$ cat src/rtl/fft_gain_pkg.sv
// Shared types and constants for the FFT front-end gain scheduler.
package fft_gain_pkg;

   typedef enum logic [1:0] {
      ST_IDLE,
      ST_SETTLE,
      ST_MEASURE,
      ST_DECIDE
   } gain_state_e;

   localparam int unsigned BIN_W = 3;

   // Lower bit index of each 8-bit magnitude group; G3 runs up to PW-2.
   localparam int unsigned G0_LO = 4;
   localparam int unsigned G1_LO = 12;
   localparam int unsigned G2_LO = 20;
   localparam int unsigned G3_LO = 28;

   localparam int unsigned BIN_MAX = 4;

   function automatic bit tgt_bin_ok(input int tgt);
      return (tgt >= 0) && (tgt <= int'(BIN_MAX));
   endfunction

endpackage

$ cat src/rtl/fft_pwr_bin.sv
// Combinational magnitude binning of a signed power word into 8-bit groups.
module fft_pwr_bin
   import fft_gain_pkg::*;
#(
   parameter int unsigned PW = 35
) (
   input  logic signed [PW-1:0]    pwr,
   output logic        [BIN_W-1:0] bin
);

   logic unused_low;
   assign unused_low = ^pwr[G0_LO-1:0];

   always_comb begin
      bin = '0;
      // Highest nonzero group wins, so later tests override earlier ones.
      if (!pwr[PW-1]) begin
         if (|pwr[G1_LO-1:G0_LO]) bin = BIN_W'(1);
         if (|pwr[G2_LO-1:G1_LO]) bin = BIN_W'(2);
         if (|pwr[G3_LO-1:G2_LO]) bin = BIN_W'(3);
         if (|pwr[PW-2:G3_LO])    bin = BIN_W'(4);
      end
   end

endmodule

$ cat src/rtl/fft_gain_ctrl.sv
// Closed-loop gain scheduler: windowed peak-bin tracking, gain stepping, decoder freeze.
// Optional FFT_GAIN_CTRL_STATS_EN adds saturating up_cnt/dn_cnt step counters.
module fft_gain_ctrl
   import fft_gain_pkg::*;
#(
   parameter int unsigned PW      = 35,
   parameter int unsigned WIN     = 64,
   parameter int unsigned SETTLE  = 8,
   parameter int unsigned GMAX    = 7,
   parameter int unsigned TGT_BIN = 2
) (
   input  logic                          clk,
   input  logic                          rst,
   input  logic                          en,
   input  logic signed [PW-1:0]          pwr,
   input  logic                          pwr_vld,
   output logic [$clog2(GMAX+1)-1:0]     gain,
   output logic                          gain_upd,
   output logic                          freeze,
   output logic [2:0]                    peak_bin,
   output logic                          busy,
`ifdef FFT_GAIN_CTRL_STATS_EN
   output logic [15:0]                   up_cnt,
   output logic [15:0]                   dn_cnt,
`endif
   output logic                          locked
);

   localparam int unsigned GW  = $clog2(GMAX + 1);
   localparam int unsigned SCW = $clog2(SETTLE + 1);
   localparam int unsigned NCW = $clog2(WIN + 1);
   localparam logic [BIN_W-1:0] TGT    = BIN_W'(TGT_BIN);
   localparam logic [GW-1:0]    GMAX_C = GW'(GMAX);

   if (!tgt_bin_ok(int'(TGT_BIN))) begin : g_bad_tgt_bin
      $error("fft_gain_ctrl: TGT_BIN must be within 0..4");
   end

   gain_state_e       state_q, state_d;
   logic [GW-1:0]     gain_q, gain_d;
   logic              gain_upd_q, gain_upd_d;
   logic              freeze_q, freeze_d;
   logic [BIN_W-1:0]  peak_bin_q, peak_bin_d;
   logic              busy_q, busy_d;
   logic              locked_q, locked_d;
   logic [SCW-1:0]    set_cnt_q, set_cnt_d;
   logic [NCW-1:0]    smp_cnt_q, smp_cnt_d;
   logic [BIN_W-1:0]  peak_q, peak_d;
   logic [BIN_W-1:0]  bin;
   logic              go_up, go_dn;

   fft_pwr_bin #(.PW(PW)) u_bin (
      .pwr (pwr),
      .bin (bin)
   );

   always_comb begin
      state_d    = state_q;
      gain_d     = gain_q;
      gain_upd_d = 1'b0;
      peak_bin_d = peak_bin_q;
      locked_d   = locked_q;
      set_cnt_d  = set_cnt_q;
      smp_cnt_d  = smp_cnt_q;
      peak_d     = peak_q;
      go_up      = 1'b0;
      go_dn      = 1'b0;

      case (state_q)
         ST_IDLE: begin
            if (en) begin
               state_d   = ST_SETTLE;
               set_cnt_d = '0;
            end
         end
         ST_SETTLE: begin
            if (set_cnt_q == SCW'(SETTLE - 1)) begin
               state_d   = ST_MEASURE;
               smp_cnt_d = '0;
               peak_d    = '0;
            end else begin
               set_cnt_d = set_cnt_q + SCW'(1);
            end
         end
         ST_MEASURE: begin
            if (pwr_vld) begin
               smp_cnt_d = smp_cnt_q + NCW'(1);
               if (bin > peak_q) peak_d = bin;
               if (smp_cnt_q == NCW'(WIN - 1)) state_d = ST_DECIDE;
            end
         end
         ST_DECIDE: begin
            peak_bin_d = peak_q;
            if (peak_q > TGT && gain_q != '0)          go_dn = 1'b1;
            else if (peak_q < TGT && gain_q != GMAX_C) go_up = 1'b1;
            if (go_up || go_dn) begin
               gain_d     = go_up ? gain_q + GW'(1) : gain_q - GW'(1);
               gain_upd_d = 1'b1;
               locked_d   = 1'b0;
               state_d    = ST_SETTLE;
               set_cnt_d  = '0;
            end else begin
               locked_d  = 1'b1;
               state_d   = ST_MEASURE;
               smp_cnt_d = '0;
               peak_d    = '0;
            end
         end
         default: state_d = ST_IDLE;
      endcase

      // Disable overrides every state, including a DECIDE in progress.
      if (!en) begin
         state_d    = ST_IDLE;
         gain_d     = gain_q;
         gain_upd_d = 1'b0;
         peak_bin_d = peak_bin_q;
         locked_d   = 1'b0;
         set_cnt_d  = '0;
         smp_cnt_d  = '0;
         peak_d     = '0;
         go_up      = 1'b0;
         go_dn      = 1'b0;
      end

      freeze_d = (state_d == ST_SETTLE) || (state_d == ST_DECIDE);
      busy_d   = (state_d != ST_IDLE);
   end

   always_ff @(posedge clk) begin
      if (rst) begin
         state_q    <= ST_IDLE;
         gain_q     <= GW'(GMAX / 2);
         gain_upd_q <= 1'b0;
         freeze_q   <= 1'b0;
         peak_bin_q <= '0;
         busy_q     <= 1'b0;
         locked_q   <= 1'b0;
         set_cnt_q  <= '0;
         smp_cnt_q  <= '0;
         peak_q     <= '0;
      end else begin
         state_q    <= state_d;
         gain_q     <= gain_d;
         gain_upd_q <= gain_upd_d;
         freeze_q   <= freeze_d;
         peak_bin_q <= peak_bin_d;
         busy_q     <= busy_d;
         locked_q   <= locked_d;
         set_cnt_q  <= set_cnt_d;
         smp_cnt_q  <= smp_cnt_d;
         peak_q     <= peak_d;
      end
   end

`ifdef FFT_GAIN_CTRL_STATS_EN
   logic [15:0] up_cnt_q, up_cnt_d;
   logic [15:0] dn_cnt_q, dn_cnt_d;

   always_comb begin
      up_cnt_d = up_cnt_q;
      dn_cnt_d = dn_cnt_q;
      if (go_up && up_cnt_q != '1) up_cnt_d = up_cnt_q + 16'd1;
      if (go_dn && dn_cnt_q != '1) dn_cnt_d = dn_cnt_q + 16'd1;
   end

   always_ff @(posedge clk) begin
      if (rst) begin
         up_cnt_q <= '0;
         dn_cnt_q <= '0;
      end else begin
         up_cnt_q <= up_cnt_d;
         dn_cnt_q <= dn_cnt_d;
      end
   end

   assign up_cnt = up_cnt_q;
   assign dn_cnt = dn_cnt_q;
`endif

   assign gain     = gain_q;
   assign gain_upd = gain_upd_q;
   assign freeze   = freeze_q;
   assign peak_bin = peak_bin_q;
   assign busy     = busy_q;
   assign locked   = locked_q;

endmodule

$ cat config.mk
export PLATFORM = sky130hd
export DESIGN_NAME = fft_gain_ctrl
export DESIGN_NICKNAME = d
export VERILOG_FILES = /design/src/rtl/fft_gain_pkg.sv /design/src/rtl/fft_pwr_bin.sv /design/src/rtl/fft_gain_ctrl.sv
export SDC_FILE = /design/constraint.sdc
export NUM_CORES = 1
export LEC_CHECK = 0
export BUFFER_PORTS_ARGS = -buffer_cell sky130_fd_sc_hd__buf_2
export CORE_MARGIN = 4
export CORE_UTILIZATION = 44
export CTS_CLUSTER_SIZE = 20
export DETAILED_ROUTE_END_ITERATION = 7
export MAX_ROUTING_LAYER = met4
export PLACE_DENSITY_LB_ADDON = 0.12
export SYNTH_ARGS = -nofsm -noshare
export SYNTH_HDL_FRONTEND = slang
export SYNTH_HIERARCHICAL = 1
export SYNTH_SLANG_ARGS = --single-unit
$ cat constraint.sdc
create_clock -name clk -period 2.39 [get_ports clk]
set_clock_uncertainty 0.05 [all_clocks]
set_input_delay 0.1195 -clock clk [delete_from_list [all_inputs] [get_ports clk]]
set_output_delay 0.1195 -clock clk [all_outputs]
set_load 0.05 [all_outputs]
==> qor.yml, run 1 <==
sta:
  post-route-period-util_pct: 94.1
  period_needed_ns: 2.25
  max_freq_mhz: 445
  worst_pin_slew_ns: 0.453
  setup-violations-final: 0
  hold_viol_final: 0
  maxSlewViolCount: 0
  grt_setup_unrepaired: "false"
  max_slew_margin_pct: 69.5
logic_synthesis:
  synth_nets: 201
  synth.top_cell.area_share_pct: 36.9
  syn_area_per_cell_um2: 8.69
  ys_types: 40
  syn_inst: 156
  synth_warnings: 6
  synth-edff-count: 0
  ys_top_cells_by_area: "dfxtp_1, a21oi_1, ha_1, nor2_1, or4_1"
  synth_seq_area_share_pct: 36.9
  ys.flop_type: "dfxtp_1"
  synth_async_sr_flop_share_pct: 0
  ys_seq_elements: 25
  yosysTopAreaCell: "dfxtp_1"
  mappedNetlistArea_um2: 1360
layout:
  drive_above_1_share_pct: 29.0
  final_common_cell: "buf_2"
  design_area_um2: 1670
  area_growth_pct: 23.4
  insertedDiodeCount: 0
  finalNetCount: 253
  fillCellCount: 270
  most-common-layout-cells: "buf_2, dfxtp_1, nor2_1, a21oi_1"
  finish.utilization_pct: 58.6
placement:
  port_buffers: 44
  dp_hpwl_um: 2650
  gp_congestion: 0.838
  dpl_cell_area_um2: 1630
critical_path:
  cp.arrival_ns: 2.44
  path_class: "reg -> reg"
  crit_path_end_kind: "flip-flop"
  path_max_fanout: 4
  required_ns: 2.58
  startpoint_type: "flip-flop"
pwr:
  power.total_mw: 0.673
  p_leak_nw: 0.695
  power_density_nw_per_um2: 403
  ir_worst_vdd_v: 0.000322
clock_tree:
  cts_tree: "built"
  cts_root_buf: "clkbuf_4"
  clk_latency_ns: 0.32
  clock-sinks: 25
  cts_setup_buffers: 0
  clk_pin_slew_ns: 0.14
  cts_buffer_depth: 2
  cts_inserted_buffers: 3
  htree_levels: 1
detailed_routing:
  highest_layer: "met4"
  wl_met2_um: 1630
  routed-wl-met3_um: 203
  drt_iter0_drc: 47
  drtPass1Iterations: 4
  wirelength_um: 3250
  post_drt_wl_per_cell_um: 13.6
  remaining_drc_errors: 0
  dr_total_vias: 1362
  via_per_inst: 5.72
  ant_nets: 0
  wl_met1_um: 1390
run:
  cap_violations: 0
global_routing:
  grt_usage_pct: 17.2
  grt_overflow: 0
  grt_pass1_vias: 1346
  grt_max_degree: 14
  antenna_found_initial: 0
  grt_pass1_wl_um: 5580
outcome:
  outcome: "finished, final reports clean"
die:
  start_util_pct: 47.5
  pin_count: 49
  die-area_um2: 4030
  dieWidth_um: 63.5
  core_um2: 2850
  rows: 19
  die_y_um: 63.5
hold_path:
  holdCritPathClass: "in -> reg"
[cells by family after synthesis]
kind of cell,share of synthesized area (%)
muxes,2.95
adders and majority gates,6.09
DFF,36.9
xor gates and xnor gates,1.29
AOI/OAI and AO/OA,21.5
buffers and inverters,3.32
and+or+nand+nor,27.9
[per-layer routing]
layer | track usage, % | vias to the layer above
li1 | - | 687
met1 | 19.4 | 629
met2 | 31.0 | 41
met3 | 3.20 | 5
met4 | 4.58 | 0
met5 | - | -
[synthesized netlist by cell type, types with 3 or more instances]
cell type,n
dfxtp_1,25
a21oi_1,14
nor2_1,14
inv_1,8
nand2_1,8
o21ai_0,8
nand3_1,7
or3_1,7
or4_1,6
ha_1,5
nand2b_1,5
a21o_1,4
mux2i_1,4
nor2b_1,4
a32o_1,3
[registers in the layout, indices dropped and copies added, names as in the netlist]
signal and cells:
smp_cnt_q 7, set_cnt_q 4, gain 3, peak_bin 3
peak_q 3, state_q 2, busy 1, gain_upd 1
locked 1
[through the flow]
stage	std cells	setup WS [ns]	hold WS, ns	TNS (ns)
after CTS	238	0.117	0.149	0
after global routing	238	0.0247	0.173	0
after global placement	233	-0.145	0.325	-0.434
after detailed placement	233	-0.237	0.329	-0.710
final	238	0.142	0.150	0
after floorplan	156	0.0302	0.142	0
[critical path, stage by stage (launching register included)]
cell      delay, ns
dfxtp_1        0.33
or2_2          0.33
a31o_2         0.23
fa_1           0.37
or3_1          0.37
a211oi_1       0.29
xnor2_1        0.15
nor2_1         0.05
[final timing paths]
check,from,end,slack [ns],cells past startpoint
setup / recovery,peak_q[1],gain[2],0.14,7
hold / removal,pwr[32],peak_q[2],0.15,3
setup reg to reg,peak_q[1],gain[2],0.14,7
hold reg to reg,smp_cnt_q[1],smp_cnt_q[1],0.44,2
[cell type report]
| class | count | area, um^2 | share of cell area (%) |
|---|---|---|---|
| Multi-Input combinational cell | 121 | 816 | 48.8 |
| Tap cell | 31 | 38.8 | 2.32 |
| Timing Repair Buffer | 49 | 260 | 15.6 |
| Inverter | 8 | 30.0 | 1.80 |
| Clock buffer | 4 | 26.3 | 1.57 |
| Sequential cell | 25 | 500 | 29.9 |
[what timing repair did]
| item | in CTS | in global routing |
|---|---|---|
| resized for setup | 0 | 1 |
| endpoints found under the hold margin | 4 | 0 |
| hold buffers | 1 | 0 |
| endpoints found under the setup margin | 0 | 3 |
[where the power goes]
group / total, mW / switching [mW] / internal, mW / leakage, nW
sequential: 0.422 / 0.00284 / 0.419 / 0.202
combinational: 0.0599 / 0.0295 / 0.0305 / 0.478
clock: 0.191 / 0.126 / 0.0654 / 0.0150
Power figures use the tool's default switching activity.
==> run 2: changes to the inputs <==
CORE_UTILIZATION = 52   (was 44)
clock period = 2.9 ns   (was 2.39 ns; I/O delays follow)
==> run 2 against run 1 <==
Effect of this change: combinational power fell by 22%; flip-flop and latch count did not move; cell area fell by 2.6%; sequential power fell by 18%; wire length fell by 8.6%; first-iteration DRC count rose by 51%; core utilization rose by 7.1 points; global-route usage rose by 1.9 points; via count fell by 3.1%; critical path type is now in -> reg.
==> qor.yml, run 2 (synthesis gave the netlist of run 1 again) <==
outcome:
  outcome: "finished, final reports clean"
pwr:
  ir_worst_vdd_v: 0.000306
  clkPwrFrac_pct: 29.0
  sw_frac_of_total_pct: 24.0
  pwr-share-comb_pct: 8.4
  power.total_mw: 0.556
  internal-power_mw: 0.422
  seqPwrFrac_pct: 62.6
  power_density_nw_per_um2: 341
  p_leak_nw: 0.667
  switchingPower_mw: 0.134
detailed_routing:
  remaining_drc_errors: 0
  wirelength_um: 2970
  dr_total_vias: 1320
  ant_nets: 0
  drtPass1Iterations: 4
  post_drt_wl_per_cell_um: 12.8
  drt_iter0_drc: 71
  via_per_inst: 5.69
critical_path:
  cpLargestDelayFamily: "simple AND/OR/NAND/NOR gates"
  path_max_fanout: 3
  crit_top_cell: "or4_4"
  regToRegSetupSlack_ns: 0.52
  cp.arrival_ns: 2.61
  cp.buffers_inverters: 1
  startpoint_type: "input port"
  critPathSlowestCell: "or4_4"
  crit_path_end_kind: "flip-flop"
  cpPeakStageDelay_ns: 0.52
  path_cells: "buf_2 > or4_4 > or4_4 > a31oi_1 > ha_1 > nor2b_1 > o21a_1 > o21ai_0 > nor3_1 > a32o_1"
  required_ns: 3.08
  path_class: "in -> reg"
global_routing:
  grt_max_degree: 16
  grt_util_met2_pct: 31.9
  grt_pass1_vias: 1218
  met3_usage_pct: 2.61
  grt_pass1_wl_um: 5020
  grt_overflow: 0
  antenna_found_initial: 0
  grt_usage_pct: 19.1
  busiest_layer: "met2"
  use_met1_pct: 23.2
clock_tree:
  cts_setup_buffers: 0
  cts_inserted_buffers: 3
  clk_pin_slew_ns: 0.13
  cts_tree: "built"
  cts_resized: 0
  cts_root_buf: "clkbuf_4"
  clock-sinks: 25
  clk_latency_ns: 0.33
  ctsHoldBuffers: 0
  htree_levels: 1
  cts_buffer_depth: 2
placement:
  dp_hpwl_um: 2420
  gp_congestion: 0.809
  port_buffers: 44
  post-place-ws_ns: 0.121
layout:
  largest_reg_flops: 7
  largest-register: "smp_cnt_q"
  fillCellCount: 230
  area_growth_pct: 20.1
  final_common_cell: "buf_2"
  top_regs: "smp_cnt_q (7), set_cnt_q (4)"
  most-common-layout-cells: "buf_2, dfxtp_1, nor2_1, a21oi_1"
  finalNetCount: 248
  insertedDiodeCount: 0
  drive_above_1_share_pct: 27.7
die:
  die-area_um2: 3490
  core_um2: 2480
  pin_count: 49
  rows: 18
  dieWidth_um: 59.0
  start_util_pct: 54.7
  die_y_um: 59.0
sta:
  maxSlewViolCount: 0
  worst_pin_slew_ns: 0.445
  max_slew_margin_pct: 70.3
  hold_viol_final: 0
  tns_ns: 0
  worst_slack_ns: 0.473
  post-route-period-util_pct: 83.7
  grt_setup_unrepaired: "false"
  setup-violations-final: 0
  max_freq_mhz: 412
  period_needed_ns: 2.43
run:
  cap_violations: 0
hold_path:
  holdCritPathClass: "in -> reg"
-- run 2: cell types whose count changed in the layout (fill, tap and decap cells not counted) --
cell,delta
o21ai_1,-1
dlygate4sd3_1,-1
clkbuf_1,-1
a31oi_2,-1
a31oi_1,+1
buf_4,-4
o21ai_0,+1
clkinvlp_4,+1
-- run 2: stage by stage --
step | area [um^2] | hold slack, ns | std cells | util [%]
floorplan | 1360 | 0.167 | 156 | -
global placement | 1600 | 0.343 | 228 | 64.5
detailed placement | 1600 | 0.368 | 228 | 64.5
CTS | 1630 | 0.00783 | 232 | 65.7
global route | 1630 | 0.00848 | 232 | 65.7
finish | 1630 | 0.0166 | 232 | 65.7
-- run 2: path summary, 6_finish.rpt --
kind | startpoint | end | cells after the start
setup / recovery | pwr[29] | peak_q[0] | 10
hold / removal | rst | gain[2] | 2
setup reg to reg | peak_q[2] | gain[2] | 7
hold reg to reg | smp_cnt_q[1] | smp_cnt_q[1] | 2
-- run 2: worst reg2reg max path, cell delays in order, from the launching register on --
cell	delay (ns)
dfxtp_1	0.42
or2_2	0.35
a31o_2	0.23
fa_1	0.37
or3_1	0.37
a211oi_1	0.28
xnor2_1	0.17
nor2_1	0.05
-- run 2: final cells by class --
class                           instances  area (um^2)  share of cell area [%]
Clock inverter                          1         7.51                   0.461
Sequential cell                        25          500                    30.7
Multi-Input combinational cell        121          810                    49.7
Clock buffer                            3         22.5                    1.38
Tap cell                               30         37.5                    2.31
Timing Repair Buffer                   44          220                    13.5
Inverter                                8         30.0                    1.84
-- run 2: per-layer routing --
metal / share of wire [%] / vias up
li1: - / 674
met1: 44 / 594
met2: 47 / 46
met3: 7.1 / 6
met4: 1.4 / 0
met5: 0 / -
-- run 2: power by group through the flow --
stage	Combinational (mW)	Sequential, mW	Clock [mW]
floorplan	0.0143	0.360	0
global placement	0.0457	0.355	0
detailed placement	0.0472	0.355	0
CTS	0.0472	0.348	0.168
global route	0.0525	0.348	0.178
finish	0.0468	0.348	0.161
==> run 3: changes to the inputs <==
ABC_AREA = 1   (was unset)
CORE_UTILIZATION = 50   (was 52)
clock period = 2.5 ns   (was 2.9 ns; I/O delays follow)
==> run 3 against run 2 <==
Effect of this change: wire length up 7.0%; total power up 25%; clock power up 19%; critical path depth unchanged; flip-flop and latch count unchanged; clock-buffer cell count unchanged; sequential power up 16%; combinational power up 110%.
==> qor.yml, run 3 <==
outcome:
  outcome: "finished, final reports clean"
sta:
  max_freq_mhz: 646
  maxSlewViolCount: 0
  worst_slack_ns: 0.951
  period_needed_ns: 1.55
  tns_ns: 0
  grt_setup_unrepaired: "false"
  max_slew_margin_pct: 74.3
  post-route-period-util_pct: 62.0
  hold_viol_final: 0
  whs_ns: 0.0662
  setup-violations-final: 0
  worst_pin_slew_ns: 0.385
logic_synthesis:
  syn_inst: 229
  ys_top_cells_by_count: "nand2_1, nor2_1, inv_1"
  synth_warnings: 6
  yosysTopAreaCell: "dfxtp_1"
  synth_nets: 274
  synth_async_sr_flop_share_pct: 0
  synth.top_cell.area_share_pct: 33.0
  ys_types: 29
  syn_area_per_cell_um2: 6.63
  mappedNetlistArea_um2: 1520
  ys_seq_elements: 25
  synthMostInstantiatedCell: "nand2_1"
  ys.flop_type: "dfxtp_1"
  ys_top_cells_by_area: "dfxtp_1, nand2_1, nor2_1, inv_1, a21oi_1"
  synth_seq_area_share_pct: 33.0
  synth-edff-count: 0
detailed_routing:
  via_per_inst: 4.82
  wirelength_um: 3180
  highest_layer: "met4"
  post_drt_wl_per_cell_um: 10.3
  drt_iter0_drc: 60
  wl_met2_um: 1550
  remaining_drc_errors: 0
  routed-wl-met3_um: 145
  ant_nets: 0
  wl_met1_um: 1450
  drtPass1Iterations: 5
  dr_total_vias: 1484
die:
  die-area_um2: 3980
  pin_count: 49
  rows: 19
  die_y_um: 63.1
  start_util_pct: 53.6
  core_um2: 2830
  dieWidth_um: 63.1
global_routing:
  grt_pass1_vias: 1359
  antenna_found_initial: 0
  grt_overflow: 0
  grt_pass1_wl_um: 5470
  grt_max_degree: 16
  grt_usage_pct: 16.9
clock_tree:
  cts_resized: 0
  clk_pin_slew_ns: 0.15
  clock-sinks: 25
  cts_inserted_buffers: 3
  cts_tree: "built"
  ctsHoldBuffers: 1
  cts_root_buf: "clkbuf_4"
  cts_setup_buffers: 0
  htree_levels: 1
  clk_latency_ns: 0.32
  cts_buffer_depth: 2
layout:
  insertedDiodeCount: 0
  final_common_cell: "nand2_1"
  largest-register: "smp_cnt_q"
  most-common-layout-cells: "nand2_1, nor2_1, buf_2"
  area_growth_pct: 19.4
  drive_above_1_share_pct: 24.5
  final_cell_count_no_fill: 308
  finalNetCount: 323
  fillCellCount: 269
  top_regs: "smp_cnt_q (7), set_cnt_q (4)"
  largest_reg_flops: 7
critical_path:
  cp_num_cells: 10
  path_max_fanout: 6
  r2r-end: "peak_q[0]"
  path_cells: "inv_1 > ha_1 > a21oi_1 > nand2_1 > nand2_1 > nand2_1 > nand4_4 > nand2_1 > nand2_1 > nor2_1"
  required_ns: 2.69
  cpPeakStageDelay_ns: 0.37
  worstRegToRegCells: 10
  cp.buffers_inverters: 1
  critPathSlowestCell: "dfxtp_1"
  crit_top_cell: "nand2_1"
  startpoint_type: "flip-flop"
  path_class: "reg -> reg"
  crit_path_end_kind: "flip-flop"
  r2r_start: "peak_q[2]"
  regToRegSetupSlack_ns: 0.95
  cp.arrival_ns: 1.74
  cpLargestDelayFamily: "simple AND/OR/NAND/NOR gates"
placement:
  gp_congestion: 0.796
  place_inst: 303
  port_buffers: 44
  dp_hpwl_um: 2510
  post-place-ws_ns: 0.772
pwr:
  p_leak_nw: 0.865
  ir_worst_vdd_v: 0.000307
  power_density_nw_per_um2: 384
hold_path:
  min_from: "en"
  min_to: "busy"
  hold_depth: 3
  holdCritPathClass: "in -> reg"
run:
  cap_violations: 0
-- run 3: cell type report --
cell class              count  area [um^2]  share of cell area, %
multi-input cells         170          888                   49.0
flip-flops and latches     25          500                   27.6
repair buffers             45          230                   12.7
inverters                  33          124                   6.84
well taps                  31         38.8                   2.14
clock buffers               3         22.5                   1.24
clock inverters             1         7.51                  0.414
-- run 3: cell families after synthesis --
kind of cell               count (synthesis)  synth area share (%)
AOI/OAI and AO/OA                         28                  11.5
xor gates and xnor gates                   2                  1.15
adders and majority gates                  6                  5.44
buffers and inverters                     34                  8.49
DFF                                       25                  33.0
and+or+nand+nor                          134                  40.5
-- run 3: power by group --
| group | internal, mW | switching, mW |
|---|---|---|
| logic | 0.0435 | 0.0567 |
| clock network | 0.0612 | 0.130 |
| registers | 0.402 | 0.00299 |
| total | 0.507 | 0.190 |
-- run 3: worst max-delay path by stage --
stage / start / end / slack [ns]
after floorplan: gain[0] / gain[1] / 0.79
after global placement: pwr[25] / peak_q[2] / 0.79
after detailed placement: pwr[27] / peak_q[1] / 0.77
after CTS: peak_q[2] / peak_q[0] / 0.94
after global routing: smp_cnt_q[0] / smp_cnt_q[6] / 0.77
final: peak_q[2] / peak_q[0] / 0.95
-- run 3: layer usage --
metal	vias to the layer above	global-route usage, %
met1	634	20.6
met5	-	-
met3	5	2.66
li1	817	-
met2	28	29.0
met4	0	4.41
-- run 3: stage by stage --
step / instance area [um^2] / util [%] / total power, mW
floorplan: 1520 / - / 0.475
global placement: 1770 / 62.6 / 0.512
detailed placement: 1770 / 62.6 / 0.513
CTS: 1810 / 64.0 / 0.707
global route: 1810 / 64.0 / 0.735
finish: 1810 / 64.0 / 0.696
-- run 3: worst reg2reg max path: cells and delay by family (launching register included) --
kind | cells | cell delay, ns
buf+inv | 1 | 0.08
flops | 1 | 0.37
fa+ha+maj | 1 | 0.33
simple gates | 7 | 0.48
compound gates | 1 | 0.16
